[src/rtl/maxnet_pkg.sv]
// Shared constants and FSM state encoding for the Maxnet arithmetic-sharing blocks.
package maxnet_pkg;
  localparam int FP_W = 32;
  localparam logic [31:0] FP_ZERO = 32'h0000_0000;
  localparam logic [31:0] FP_ONE  = 32'h3F80_0000;

  typedef enum logic {
    ST_EMPTY = 1'b0,
    ST_FULL  = 1'b1
  } arb_state_t;
endpackage

[src/rtl/rr_arbiter.sv]
// Round-robin arbiter: first requester after rr_ptr wins, cyclically.
// Latency: purely combinational. Backpressure: grant/any_grant forced low when en=0.
module rr_arbiter #(
  parameter int N_REQ = 4,
  parameter int ID_W  = 2
) (
  input  logic [N_REQ-1:0] req,
  input  logic [ID_W-1:0]  rr_ptr,
  input  logic             en,
  output logic [N_REQ-1:0] grant,
  output logic [ID_W-1:0]  grant_idx,
  output logic             any_grant
);
  logic [ID_W-1:0] idx;
  logic            found;

  // grant_idx falls back to rr_ptr+1 so the operand mux always has a defined lane.
  always_comb begin
    idx       = rr_ptr;
    found     = 1'b0;
    grant_idx = (rr_ptr == ID_W'(N_REQ - 1)) ? '0 : rr_ptr + ID_W'(1);
    for (int k = 0; k < N_REQ; k++) begin
      idx = (idx == ID_W'(N_REQ - 1)) ? '0 : idx + ID_W'(1);
      if (!found && req[idx]) begin
        found     = 1'b1;
        grant_idx = idx;
      end
    end
  end

  assign any_grant = found && en;
  assign grant     = any_grant ? (N_REQ'(1) << grant_idx) : '0;
endmodule

[src/rtl/mul_share_arbiter.sv]
// Shares one combinational FP multiplier among N_REQ requesters; product held in a 1-entry result register.
// Latency 1 cycle handshake->rsp_valid; 1 op/cycle while rsp_ready high; no accepts while FULL and rsp_ready low.
// MUL_SHARE_ARB_PERF_EN adds perf_ops / perf_stall counters.
module mul_share_arbiter #(
  parameter int N_REQ = 4,
  parameter int ID_W  = 2,
  parameter int FP_W  = 32
) (
  input  logic                  clk,
  input  logic                  rst_n,
  input  logic [N_REQ-1:0]      req_valid,
  input  logic [N_REQ*FP_W-1:0] req_a,
  input  logic [N_REQ*FP_W-1:0] req_b,
  output logic [N_REQ-1:0]      req_ready,
  output logic [FP_W-1:0]       mul_a,
  output logic [FP_W-1:0]       mul_b,
  input  logic [FP_W-1:0]       mul_out,
  output logic                  rsp_valid,
  output logic [FP_W-1:0]       rsp_data,
  output logic [ID_W-1:0]       rsp_id,
`ifdef MUL_SHARE_ARB_PERF_EN
  output logic [31:0]           perf_ops,
  output logic [31:0]           perf_stall,
`endif
  input  logic                  rsp_ready
);
  import maxnet_pkg::*;

  arb_state_t      state_q, state_d;
  logic [ID_W-1:0] rr_ptr;
  logic [ID_W-1:0] grant_idx;
  logic            any_grant;
  logic            accept_en;

  assign accept_en = (state_q == ST_EMPTY) || ((state_q == ST_FULL) && rsp_ready);

  rr_arbiter #(
    .N_REQ (N_REQ),
    .ID_W  (ID_W)
  ) u_arb (
    .req       (req_valid),
    .rr_ptr    (rr_ptr),
    .en        (accept_en),
    .grant     (req_ready),
    .grant_idx (grant_idx),
    .any_grant (any_grant)
  );

  always_comb begin
    mul_a = req_a[FP_W-1:0];
    mul_b = req_b[FP_W-1:0];
    for (int i = 0; i < N_REQ; i++) begin
      if (grant_idx == ID_W'(i)) begin
        mul_a = req_a[i*FP_W +: FP_W];
        mul_b = req_b[i*FP_W +: FP_W];
      end
    end
  end

  always_comb begin
    state_d = state_q;
    unique case (state_q)
      ST_EMPTY: if (any_grant) state_d = ST_FULL;
      ST_FULL:  if (rsp_ready && !any_grant) state_d = ST_EMPTY;
      default:  state_d = ST_EMPTY;
    endcase
  end

  always_ff @(posedge clk or negedge rst_n) begin
    if (!rst_n) begin
      state_q <= ST_EMPTY;
    end else begin
      state_q <= state_d;
    end
  end

  // A drain leaves rsp_data/rsp_id untouched; only a new grant overwrites them.
  always_ff @(posedge clk or negedge rst_n) begin
    if (!rst_n) begin
      rsp_data <= FP_W'(FP_ZERO);
      rsp_id   <= '0;
      rr_ptr   <= ID_W'(N_REQ - 1);
    end else if (any_grant) begin
      rsp_data <= mul_out;
      rsp_id   <= grant_idx;
      rr_ptr   <= grant_idx;
    end
  end

  assign rsp_valid = (state_q == ST_FULL);

`ifdef MUL_SHARE_ARB_PERF_EN
  always_ff @(posedge clk or negedge rst_n) begin
    if (!rst_n) begin
      perf_ops   <= '0;
      perf_stall <= '0;
    end else begin
      if (any_grant) perf_ops <= perf_ops + 32'd1;
      if ((|req_valid) && !accept_en) perf_stall <= perf_stall + 32'd1;
    end
  end
`endif
endmodule
[config.mk]
export PLATFORM = sky130hd
export DESIGN_NAME = mul_share_arbiter
export DESIGN_NICKNAME = d
export VERILOG_FILES = /design/src/rtl/maxnet_pkg.sv /design/src/rtl/rr_arbiter.sv /design/src/rtl/mul_share_arbiter.sv
export SDC_FILE = /design/constraint.sdc
export NUM_CORES = 1
export LEC_CHECK = 0
export BUFFER_PORTS_ARGS = -buffer_cell sky130_fd_sc_hd__buf_4
export CORE_AREA = 2 2 153 155
export DETAILED_ROUTE_END_ITERATION = 10
export DIE_AREA = 0 0 155 157
export PLACE_DENSITY = 0.5
export SYNTH_ARGS = -nofsm -noshare
export SYNTH_HDL_FRONTEND = slang
export SYNTH_SLANG_ARGS = --single-unit
[constraint.sdc]
create_clock -name clk -period 2.9 [get_ports clk]
set_input_delay 0.29 -clock clk [delete_from_list [all_inputs] [get_ports clk]]
set_output_delay 0.29 -clock clk [all_outputs]
set_load 0.01 [all_outputs]
=== Yosys cells after proc, flatten, opt, wreduce, memory -nomap -nowiden ===
Index checks and enable logic that the tools add are counted.

* Register bits after elaboration: 37
* Logic and storage cells: 61
* Bits of input ports: 295
* Output and inout bits: 103

* Shift operators: 1
* Bitwise gates (word level): 1
* Equal/unequal tests: 7
* Order comparisons: 4
* Reductions and logical operators: 11
* Mux-type cells: 29
* Add/sub/neg operators: 4

{| class="wikitable"
|+ Operators with widths
! operator !! number
|-
| $mux 32 || 6
|-
| $mux 2 || 7
|-
| $eq 2x2->1 const B || 6
|-
| $lt 2x3->1 const B || 4
|-
| $mux 1 || 10
|-
| $add 2x1->2 const B || 4
|-
| $bmux 1 s2 || 4
|-
| $logic_and 1x1->1 || 6
|-
| $logic_not 1->1 || 4
|-
| $mux 4 || 1
|-
| $shl 1x2->4 const A || 1
|-
| $eq 2x1->1 const B || 1
|-
| $pmux 1 s2 || 1
|-
| $logic_or 1x1->1 || 1
|-
| $not 1->1 || 1
|}

=== Depth between registers and ports, before layout ===
Gate-level depths: netlist of the first run.

* Word-level depth: 19
* Mapped depth: 9
* Depth with buffers taken out: 6

=== By module ===
Synthesis of the first run repeated with hierarchy kept, for this count alone.

* Cell total of the unflattened synthesis: 184
* Area total of the unflattened synthesis: 3084.2 um2

{| class="wikitable"
|+ Modules (own cells, without submodules)
! module !! cells each !! seq. area each (um2) !! area an instance (um2) !! times used
|-
| mul_share_arbiter || 163 || 928.4 || 2914.0 || 1
|-
| rr_arbiter || 21 || 0.0 || 170.2 || 1
|}

=== Worst setup path after synthesis of the first run ===
Ideal clock, no wire load.

* Kind: register to output
* Start point: reg rr_ptr[0]
* End point: out mul_a[10]
* Data required time: 2.610 ns
* Slack: 0.391 ns
* Data arrival time: 2.219 ns
* Cell stages (with the launch flop): 9
* Path through: dfstp_2 ha_1 nor3b_1 or4_4 nand2_2 buf_4 clkbuf_1 nand2_1 a31oi_1

* Longest elaborated chain between the ends: 18
* Elaborated cells between the ends (all ways): 38
* Those cells by class: 4 x add/sub; 7 x eq/ne; 21 x mux; 6 x reduce/logical

{| class="wikitable"
|+ Ends and longest elaborated chain
! what !! line !! RTL
|-
| start, declared || mul_share_arbiter.sv:30 || <nowiki>logic [ID_W-1:0] rr_ptr;</nowiki>
|-
| start signal, assigned || mul_share_arbiter.sv:82 || <nowiki>rr_ptr <= ID_W'(N_REQ - 1);</nowiki>
|-
| start signal, assigned || mul_share_arbiter.sv:86 || <nowiki>rr_ptr <= grant_idx;</nowiki>
|-
| $add 2x1->2 / $eq 2x2->1 (equally long branches) || rr_arbiter.sv:21, rr_arbiter.sv:23 ||
|-
| $mux 2 * || rr_arbiter.sv:21, rr_arbiter.sv:23 ||
|-
| branches (longest 11 deep; another with $add 2x1->2) || n/a ||
|-
| $mux 2 * || rr_arbiter.sv:24 || <nowiki>if (!found && req[idx]) begin</nowiki>
|-
| $eq 2x1->1 || mul_share_arbiter.sv:53 || <nowiki>if (grant_idx == ID_W'(i)) begin</nowiki>
|-
| $mux 32 (2 in series) || mul_share_arbiter.sv:53 ||
|-
| $mux 32 * || mul_share_arbiter.sv:53 ||
|-
| end, declared || mul_share_arbiter.sv:15 || <nowiki>output logic [FP_W-1:0] mul_a,</nowiki>
|}

Mark *: on every way between the ends. The select of a mux whose other input is x is not followed.

=== Worst setup path in the final report of the first run ===
* Start point: reg rr_ptr[0]
* End point: out mul_a[12]

The elaborated chain is that of the path after synthesis.

==> results of run 1 <==
what timing repair did:
item	in CTS	in global routing
cloned	4	9
hold buffers	1	0
pin swaps	8	15
hold endpoints to repair	30	0
buffers inserted	6	8
resized for setup	37	40
setup endpoints to repair	65	67
sequential cells by signal, indices dropped and copies added (netlist names):
signal	flops
rsp_id	2
rr_ptr	2
rsp_valid	1
rsp_data	32
worst paths after layout:
check                           cells after the start                  endpoint
worst max register to register                      8     rsp_id[1]$_DFFE_PN0P_
min in group asynchronous                           2   rsp_data[1]$_DFFE_PN0P_
worst min register to register                      2  rsp_data[13]$_DFFE_PN0P_
max in group asynchronous                           2     rr_ptr[1]$_DFFE_PN1P_
worst max-delay path                               10                 mul_a[12]
worst min-delay path                                3  rsp_data[29]$_DFFE_PN0P_
layout by cell type (no fill, tap or decap), types with 2 or more instances in the layout:
cell	n
a211oi_1	19
a211oi_2	45
a31oi_1	49
a31oi_2	14
and2_4	2
and3_1	61
and3_4	3
buf_12	12
buf_16	5
buf_4	411
buf_6	6
buf_8	2
clkbuf_16	12
clkinv_2	2
dfrtp_1	35
dfstp_2	2
nand2_1	224
nand2_2	9
nor2_1	3
nor2b_1	2
o21ai_0	3
or4_4	2
per-layer routing:
metal	global-route usage, %	up-vias	part of all wire, %
li1	-	2721	-
met1	20.20	2632	40
met2	30.16	294	50
met3	3.469	32	8.0
met4	5.203	0	2.3
met5	0	-	0
cell type report:
cell class	count	area [µm²]	share of cell area, %
clock buffers	6	128.9	1.624
clock inverters	2	10.01	0.1261
inverters	1	3.754	0.04730
multi-input cells	451	2761	34.80
flip-flops and latches	37	928.4	11.70
well taps	285	356.6	4.494
repair buffers	444	3746	47.21
cell families after synthesis:
| logic type | synth area share, % |
|---|---|
| flops | 25.47 |
| simple gates | 37.93 |
| compound gates | 28.60 |
| fa+ha+maj | 0.3432 |
| buf+inv | 7.655 |
worst max-delay path, stage by stage, from the launching register on:
cell and delay, ps:
dfstp_2 560, ha_4 220, nor3b_1 130, or4_4 430, buf_12 170, nand2_8 130
buf_12 150, clkbuf_16 170, nand2_1 60, a31oi_1 170, buf_4 150
per-stage QoR:
step	TNS (ps)	std cells	hold WS (ps)	instance area, µm²
global route	-4025	1226	208.1	7935
detailed placement	0	1191	293.3	6993
floorplan	0	546	-5.591	3645
finish	-87.72	1226	197.8	7935
CTS	-7072	1210	188.8	7503
global placement	0	1191	297.2	6993
where the power goes:
part / switching, mW / internal [mW]
Sequential: 0.0518 / 0.603
Clock: 0.216 / 0.316
Combinational: 4.32 / 4.05
Total: 4.58 / 4.96
==> impl_results.md, run 1 <==
- Synth top cells by count: nand2_1 (232), and3_1 (64), a211oi_1 (54), a31oi_1 (54), dfrtp_1 (35)
- CP required: about 2600 ps
- CTS Buffer Depth: 2
- Status: complete, but fails checks
- Vias in the first global route: approximately 5600
- Chip Height: approximately 160 µm
- DRC: 0
- Final Util: 35.26%
- Crit start category: flip-flop
- CTS sink cnt: 37
- Hold crit path type: input port to flip-flop
- Synth Flop Type: dfrtp_1
- Placement Setup Slack: approximately 49 ps
- HP Start: mul_out[29]
- R2R Path Start: rr_ptr[0]$_DFFE_PN1P_
- Placer Congestion: between 0.8 and 0.9
- Slew Limit Fails: 0
- Diodes inserted: 0
- Crit path DAT: approximately 2600 ps
- CP Launch Point: rr_ptr[0]$_DFFE_PN1P_
- Die span in x: approximately 160 µm
- Dpl hpwl: 16.13 mm
- Post-synth EDFFs: 0
- Post-layout nets: between 1000 and 1500
- Remaining global-route overflow: 0
- Placement row count: 55
- Clk root buf: clkbuf_16
- Via/cell ratio: between 4 and 5
- Most frequent cell after synthesis: nand2_1
- Power density cells: ~1200 nW/µm²
- DRT Pass-1 Iters: 4
- Vias: 5679
- Slew headroom: 53.67%
- Yosys warnings: 0
- Area fraction of the dominant cell type after synthesis: 24.03%
- Ports: around 400
- Worst Path Max Fanout: 10
- Fraction of final layout cells sized beyond drive strength 1: roughly 57%
- Total CTS buffers: 5
- Tot GR Track Use: between 10% and 20%
- Register bit total from synthesis: 37
- Crit path capture type: output port
- Drt wl/cell: between 15 and 20 µm
- Avg Synthesized Cell Area: between 6 and 7 µm²
- Post-route ant nets: 0
- Crit Path Category: flip-flop to output port
- Cell area after synthesis: about 3600 µm²
- Port Buf Inserts: about 400
- Syn_nets: roughly 840
- Worst-Margin Slew: 688.6 ps
- Final wirelength: 23.79 mm
- Initial DRC count: 310
- Largest net degree at the start of global routing: about 60
- Max_cap viols: 0
- Lkg Pwr: roughly 4 nW
- Antenna violations before repair: 0
- Clock-pin slew on the worst setup and hold paths: 60 ps
- TritonCTS clock tree: yes
- Setup Skew: between 2 and 3 ps
- Period minus WS final: slightly below 3000 ps
- Final worst-path cycle share: 100.8%
- Core Box Area: roughly 23000 µm²
- Synth area leaders: dfrtp_1 (24%), nand2_1 (24%), a211oi_1 (11%), and3_1 (11%), a31oi_1 (9.3%)
- Final hold vios: 0
- Clock Latency Late Sink: roughly 280 ps
- Syn Inst Count: roughly 550
- Starting density of the core: 16.20%
- R2r setup slk: a little over 700 ps
- First-pass GRT wire length: between 30 and 40 mm
- Synth unique cells: 29
- Tot Pwr: approximately 9.5 mW
- Worst IR Drop VDD: 0.4107 mV
- Failing checks: negative setup slack
- Setup violations, final: 8
- Post-synthesis sequential area ratio: 25.47%
- CTS H-tree lvls: 2
- Full die area: about 24000 µm²
- PnR worst setup slack: -23.18 ps
- Fill cells: 2406
- Unrepaired setup endpoints after global routing: yes
- Largest area contributor in the netlist: dfrtp_1
- Area delta synth->final: 117.7%
- Max Fclk: 0.3421 GHz
- Async set-reset flop share out of synthesis: 100.0%
No activity file was read; power rests on OpenSTA's default activity.
==> run 2, diff against run 1 <==
CORE_AREA = 2 2 154 156   (was 2 2 153 155)
DIE_AREA = 0 0 156 158   (was 0 0 155 157)
PLACE_DENSITY = 0.49   (was 0.5)
SETUP_SLACK_MARGIN = 0.4   (was not set)
==> run 2 against run 1 <==
Compared with the run above:
- the run now ends clean
- global-route usage up 0.59 points
- cell count is 1.2% higher
- first-iteration DRC count is 10% lower
- maximum frequency grew 0.92%
- wire length up 2.2%
- core utilization hardly changed
- combinational power is 6.6% higher
- sequential power barely moved
- setup slack improved by 27 ps
- critical path depth decreased by 2
- register-to-register slack got worse by 150 ps
- via count up 0.51%
- critical path type unchanged
- largest power group unchanged
==> impl_results.md, run 2 (synthesis gave the netlist of run 1 again) <==
- Chip Height: approximately 160 µm
- NetSw: roughly 4.7 mW
- Post-route ant nets: 0
- Max Fclk: between 0.3 and 0.4 GHz
- Slew Limit Fails: 0
- Largest net degree at the start of global routing: 39
- Status: finished, final reports clean
- CP cell instances: ha_4, nor3b_4, or4_4, buf_4, and3_1, a211oi_1, a31oi_1, buf_4
- Final worst-path cycle share: ~100%
- Ports: a little under 400
- Worst-Margin Slew: 646.5 ps
- Worst IR Drop VDD: between 0.4 and 0.5 mV
- Clock Power Share: under 10%
- Dpl hpwl: 16.25 mm
- Area delta synth->final: 122.9%
- CTS H-tree lvls: 2
- Worst Path Max Fanout: 12
- Placement row count: 56
- Top reg by flops: rsp_data
- DRT Pass-1 Iters: 4
- Lkg Pwr: approximately 4.2 nW
- First-pass GRT wire length: between 30 and 40 mm
- Core Box Area: around 23000 µm²
- Die span in x: between 150 and 200 µm
- Commonest non-fill, non-tap cells in the layout: buf_4 (407), nand2_1 (222), and3_1 (64)
- Drt wl/cell: approximately 20 µm
- Crit Path Category: flip-flop to output port
- Final Util: around a third
- Antenna violations before repair: 1
- Fraction of final layout cells sized beyond drive strength 1: a little under three fifths
- Clk root buf: clkbuf_16
- Vias: around 5700
- Most used cell, CP: buf_4
- TritonCTS clock tree: yes
- Tot GR Track Use: between 10% and 20%
- Hold crit path type: input port to flip-flop
- Initial DRC count: 279
- Setup Skew: ~3.0 ps
- DRC: 0
- Commonest non-fill, non-tap cell in the layout: buf_4
- Full die area: 24650 µm²
- Remaining global-route overflow: 0
- Clock Latency Late Sink: around 280 ps
- Starting density of the core: between 10% and 20%
- Power density cells: around 1200 nW/µm²
- CP required: ~2600 ps
- Total CTS buffers: 5
- Pint: between 5 and 6 mW
- Max reg flops: 32
- Max_cap viols: 0
- Placer Congestion: 0.8074
- Final hold vios: 0
- Post-layout nets: about 1200
- Tot Pwr: approximately 10 mW
- CTS sink cnt: 37
- Max stage delay on crit path: around 560 ps
- Setup TNS: 0 ps
- Clock-pin slew on the worst setup and hold paths: about 60 ps
- Comb pwr share: between 80% and 90%
- Crit path capture type: output port
- Worst path slowest cell: dfstp_2
- Placement Setup Slack: just over 200 ps
- Sequential Power Share: ~6.5%
- Period minus WS final: just under 3000 ps
- Unrepaired setup endpoints after global routing: yes
- CTS Buffer Depth: 2
- Finished Layout Cells: around 1200
- Setup violations, final: 0
- Sw Share: between 40% and 50%
- Slew headroom: between 50% and 60%
- Dpl cells: between 1000 and 1500
- Via/cell ratio: 4.600
- Port Buf Inserts: between 300 and 400
- Crit start category: flip-flop
- PnR worst setup slack: around 3.4 ps
- Final wirelength: between 20 and 25 mm
- Crit path DAT: around 2600 ps
- Top Registers: rsp_data x32, rr_ptr x2, rsp_id x2
- Vias in the first global route: 5563
[run 2: changes by cell type in the layout (fill, tap and decap cells not counted), sizes merged]
cell,delta
clkinv,-1
bufbuf,+1
buf,+9
diode,+1
[run 2: power groups by stage]
stage / sequential [mW] / combinational, mW / clock [mW]
after floorplan: 0.682 / 3.51 / 0
after global placement: 0.655 / 6.73 / 0
after detailed placement: 0.655 / 6.70 / 0
after CTS: 0.655 / 8.16 / 0.595
after global routing: 0.666 / 9.50 / 0.614
final: 0.656 / 8.91 / 0.580
[run 2: layout make-up]
class,count,area [µm²]
fillers,2472,14930
repair buffers,453,3993
multi-input cells,451,2678
flip-flops and latches,37,928.4
well taps,290,362.8
clock buffers,7,152.6
clock inverters,1,5.005
inverters,1,3.754
diodes,1,2.502
[run 2: layer usage]
layer,global-route usage (%),vias to the layer above,share of wire (%)
li1,-,2745,-
met1,20.34,2682,39
met2,31.77,261,52
met3,4.188,20,7.9
met4,4.806,0,1.4
met5,0,-,0
[run 2: final timing paths]
check	from	endpoint	slack (ps)	cells past startpoint
setup reg to reg	rr_ptr[0]$_DFFE_PN1P_	rsp_id[1]$_DFFE_PN0P_	560	9
min in group asynchronous	rst_n	rsp_data[7]$_DFFE_PN0P_	520	2
hold reg to reg	rsp_data[13]$_DFFE_PN0P_	rsp_data[13]$_DFFE_PN0P_	480	2
hold / removal	mul_out[18]	rsp_data[18]$_DFFE_PN0P_	200	3
max in group asynchronous	rst_n	rr_ptr[0]$_DFFE_PN1P_	2020	2
setup / recovery	rr_ptr[0]$_DFFE_PN1P_	mul_a[19]	3	8
[run 2: critical path, delay by kind of cell, from the launching register on]
kind / cells / cell delay [ps]
adder cells (fa/ha/maj): 1 / 220
buffers and inverters: 2 / 380
AO/OA/AOI/OAI: 2 / 350
flip-flops: 1 / 560
AND/OR/NAND/NOR: 3 / 830
[run 2: what timing repair did]
action,in CTS,in global routing
pin swaps,5,23
gates cloned,11,6
resized for setup,22,51
hold buffers,1,0
endpoints found under the hold margin,27,0
setup endpoints to repair,68,68
buffers inserted,6,4
[run 2: through the flow]
step | cell area (µm²) | hold WS [ps]
finish | 8125 | 197.6
global route | 8125 | 198.3
CTS | 7716 | 186.7
detailed placement | 7059 | 295.4
global placement | 7059 | 295.7
floorplan | 3645 | -5.591
==> run 3, diff against run 2 <==
GPL_ROUTABILITY_DRIVEN = 0   (was not set)
GPL_TIMING_DRIVEN = 0   (was not set)
==> run 3 against run 2 <==
Compared with the run above:
- the run now ends with negative setup slack left
- wire length shrank 1.4%
- core utilization up 0.47 points
- largest power group unchanged
- hold slack got worse by 4.3 ps
==> impl_results.md, run 3 (synthesis gave the netlist of run 1 again) <==
- Status: complete, but fails checks
- Failing checks: negative setup slack
- Slew headroom: about 45%
- Setup TNS: -1138 ps
- Crit path DAT: roughly 2700 ps
- CP required: between 2000 and 3000 ps
- Critical R2R Capture: rsp_id[0]$_DFFE_PN0P_
- Hold endpoint: rsp_data[11]$_DFFE_PN0P_
- Worst Path Max Fanout: 10
- Chip Height: ~160 µm
- Clk root buf: clkbuf_16
- Power density cells: ~1200 nW/µm²
- R2R Path Start: rr_ptr[0]$_DFFE_PN1P_
- Crit start category: flip-flop
- Dpl hpwl: around 19 mm
- Tot GR Track Use: 17.86%
- Crit Path Category: flip-flop to output port
- Worst path slowest cell: dfstp_2
- Final worst-path cycle share: 102.3%
- Final wirelength: 23.98 mm
- Max Fclk: between 0.3 and 0.4 GHz
- Area delta synth->final: 125.9%
- CTS H-tree lvls: 2
- Top reg by flops: rsp_data
- Clock Latency Late Sink: between 200 and 300 ps
- Full die area: between 20000 and 25000 µm²
- WP buf/inv: 3
- Lkg Pwr: roughly 4 nW
- TritonCTS clock tree: yes
- Placement row count: between 50 and 60
- HP Start: mul_out[11]
- Crit path max-delay family: simple AND/OR/NAND/NOR gates
- Post-layout nets: around 1300
- Placement Setup Slack: -412.4 ps
- Unrepaired setup endpoints after global routing: yes
- Period minus WS final: 2968 ps
- Fraction of final layout cells sized beyond drive strength 1: 61.18%
- Port Buf Inserts: roughly 400
- Largest net degree at the start of global routing: 38
- Tot Pwr: ~9.8 mW
- Final hold vios: 0
- Commonest non-fill, non-tap cells in the layout: buf_4 (409), nand2_1 (231), a211oi_2 (56)
- Via/cell ratio: ~4.5
- Remaining global-route overflow: 0
- Die span in x: between 150 and 200 µm
- DRC: 0
- Setup Skew: approximately 4.0 ps
- Max_cap viols: 0
- Max stage delay on crit path: between 500 and 600 ps
- Ports: around 400
- Worst Reg-to-Reg Cells: 10
- Starting density of the core: between 15 and 20%
- Register Area: between 900 and 1000 µm²
- Drt wl/cell: 19.07 µm
- Antenna violations before repair: 1
- Core Box Area: between 20000 and 25000 µm²
- Initial DRC count: 243
- First-pass GRT wire length: around 34 mm
- Top Registers: rsp_data x32, rr_ptr x2, rsp_id x2
- DRT Pass-1 Iters: 6
- Hold Path Stages: 3
- Hold crit path type: input port to flip-flop
- Slew Limit Fails: 0
- Multi-input logic area: roughly 3000 µm²
- Max reg flops: 32
- Commonest non-fill, non-tap cell in the layout: buf_4
- Vias in the first global route: 5746
- CTS sink cnt: 37
- Worst-Margin Slew: just over 800 ps
- Crit path capture type: output port
- Vias: around 5700
- R2r setup slk: 630 ps
- Clock-pin slew on the worst setup and hold paths: about 60 ps
- CP Depth: 9
- Fill cells: 2516
- Setup violations, final: between 40 and 50
- PnR worst setup slack: -67.61 ps
- Post-route ant nets: 0
- Total CTS buffers: 5
- Worst IR Drop VDD: approximately 0.36 mV
- CTS Buffer Depth: 2
- CP cell instances: ha_4, nor3b_1, or4_4, buf_12, clkbuf_8, and3_1, a211oi_2, a31oi_1, buf_4
[run 3: cell types whose count changed in the layout (fill, tap and decap cells not counted), moves of 11 or more]
cell | before | now
a211oi_1 | 40 | 3
a211oi_2 | 24 | 56
and3_1 | 64 | 31
and3_4 | 0 | 33
buf_16 | 12 | 1
[run 3: through the flow]
step	util [%]	hold WS (ps)	cell area (µm²)	cells
final	35.71	193.2	8233	1257
after CTS	33.83	189.5	7797	1252
after global routing	35.71	200.0	8233	1257
after detailed placement	30.31	298.2	6988	1233
after global placement	30.31	294.8	6988	1233
after floorplan	-	-5.591	3645	546
[run 3: per-layer routing]
metal / track usage [%] / up-vias / share of wire [%]
met2: 33.23 / 271 / 52
met4: 4.150 / 0 / 1.5
met1: 20.76 / 2650 / 39
met3: 4.051 / 24 / 7.6
met5: 0 / - / 0
li1: - / 2771 / -
[run 3: how the worst max path moves through the flow]
stage,end,startpoint
after floorplan,mul_a[10],rr_ptr[0]$_DFFE_PN1P_
final,mul_b[6],rr_ptr[0]$_DFFE_PN1P_
after CTS,mul_b[31],rr_ptr[0]$_DFFE_PN1P_
after detailed placement,mul_b[30],rr_ptr[0]$_DFFE_PN1P_
after global routing,mul_b[26],rr_ptr[0]$_DFFE_PN1P_
after global placement,mul_b[26],rr_ptr[0]$_DFFE_PN1P_
[run 3: where the power goes]
| part | internal, mW | switching [mW] | leakage [nW] |
|---|---|---|---|
| combinational | 4.14 | 4.44 | 3.54 |
| clock | 0.316 | 0.215 | 0.0706 |
| sequential | 0.603 | 0.0534 | 0.444 |
[run 3: worst min-delay path, delay by kind of cell]
family	cells	cell delay, ps
buf+inv	1	80
simple gates	2	80
[run 3: cell type report]
class	instances	share of cell area, %
multi-input combinational	451	36.53
inverter	1	0.04559
tap	290	4.407
buffer	57	7.340
clock buffer	6	1.565
sequential	37	11.28
timing repair buffer	412	38.68
antenna	1	0.03040
clock inverter	2	0.1216
[run 3: repair_timing]
action,in CTS,in global routing
gates resized for setup,138,87
setup buffers,8,2
hold buffers,1,0
gates cloned,2,2
pin swaps,6,5
endpoints found under the hold margin,31,0
setup endpoints to repair,70,68
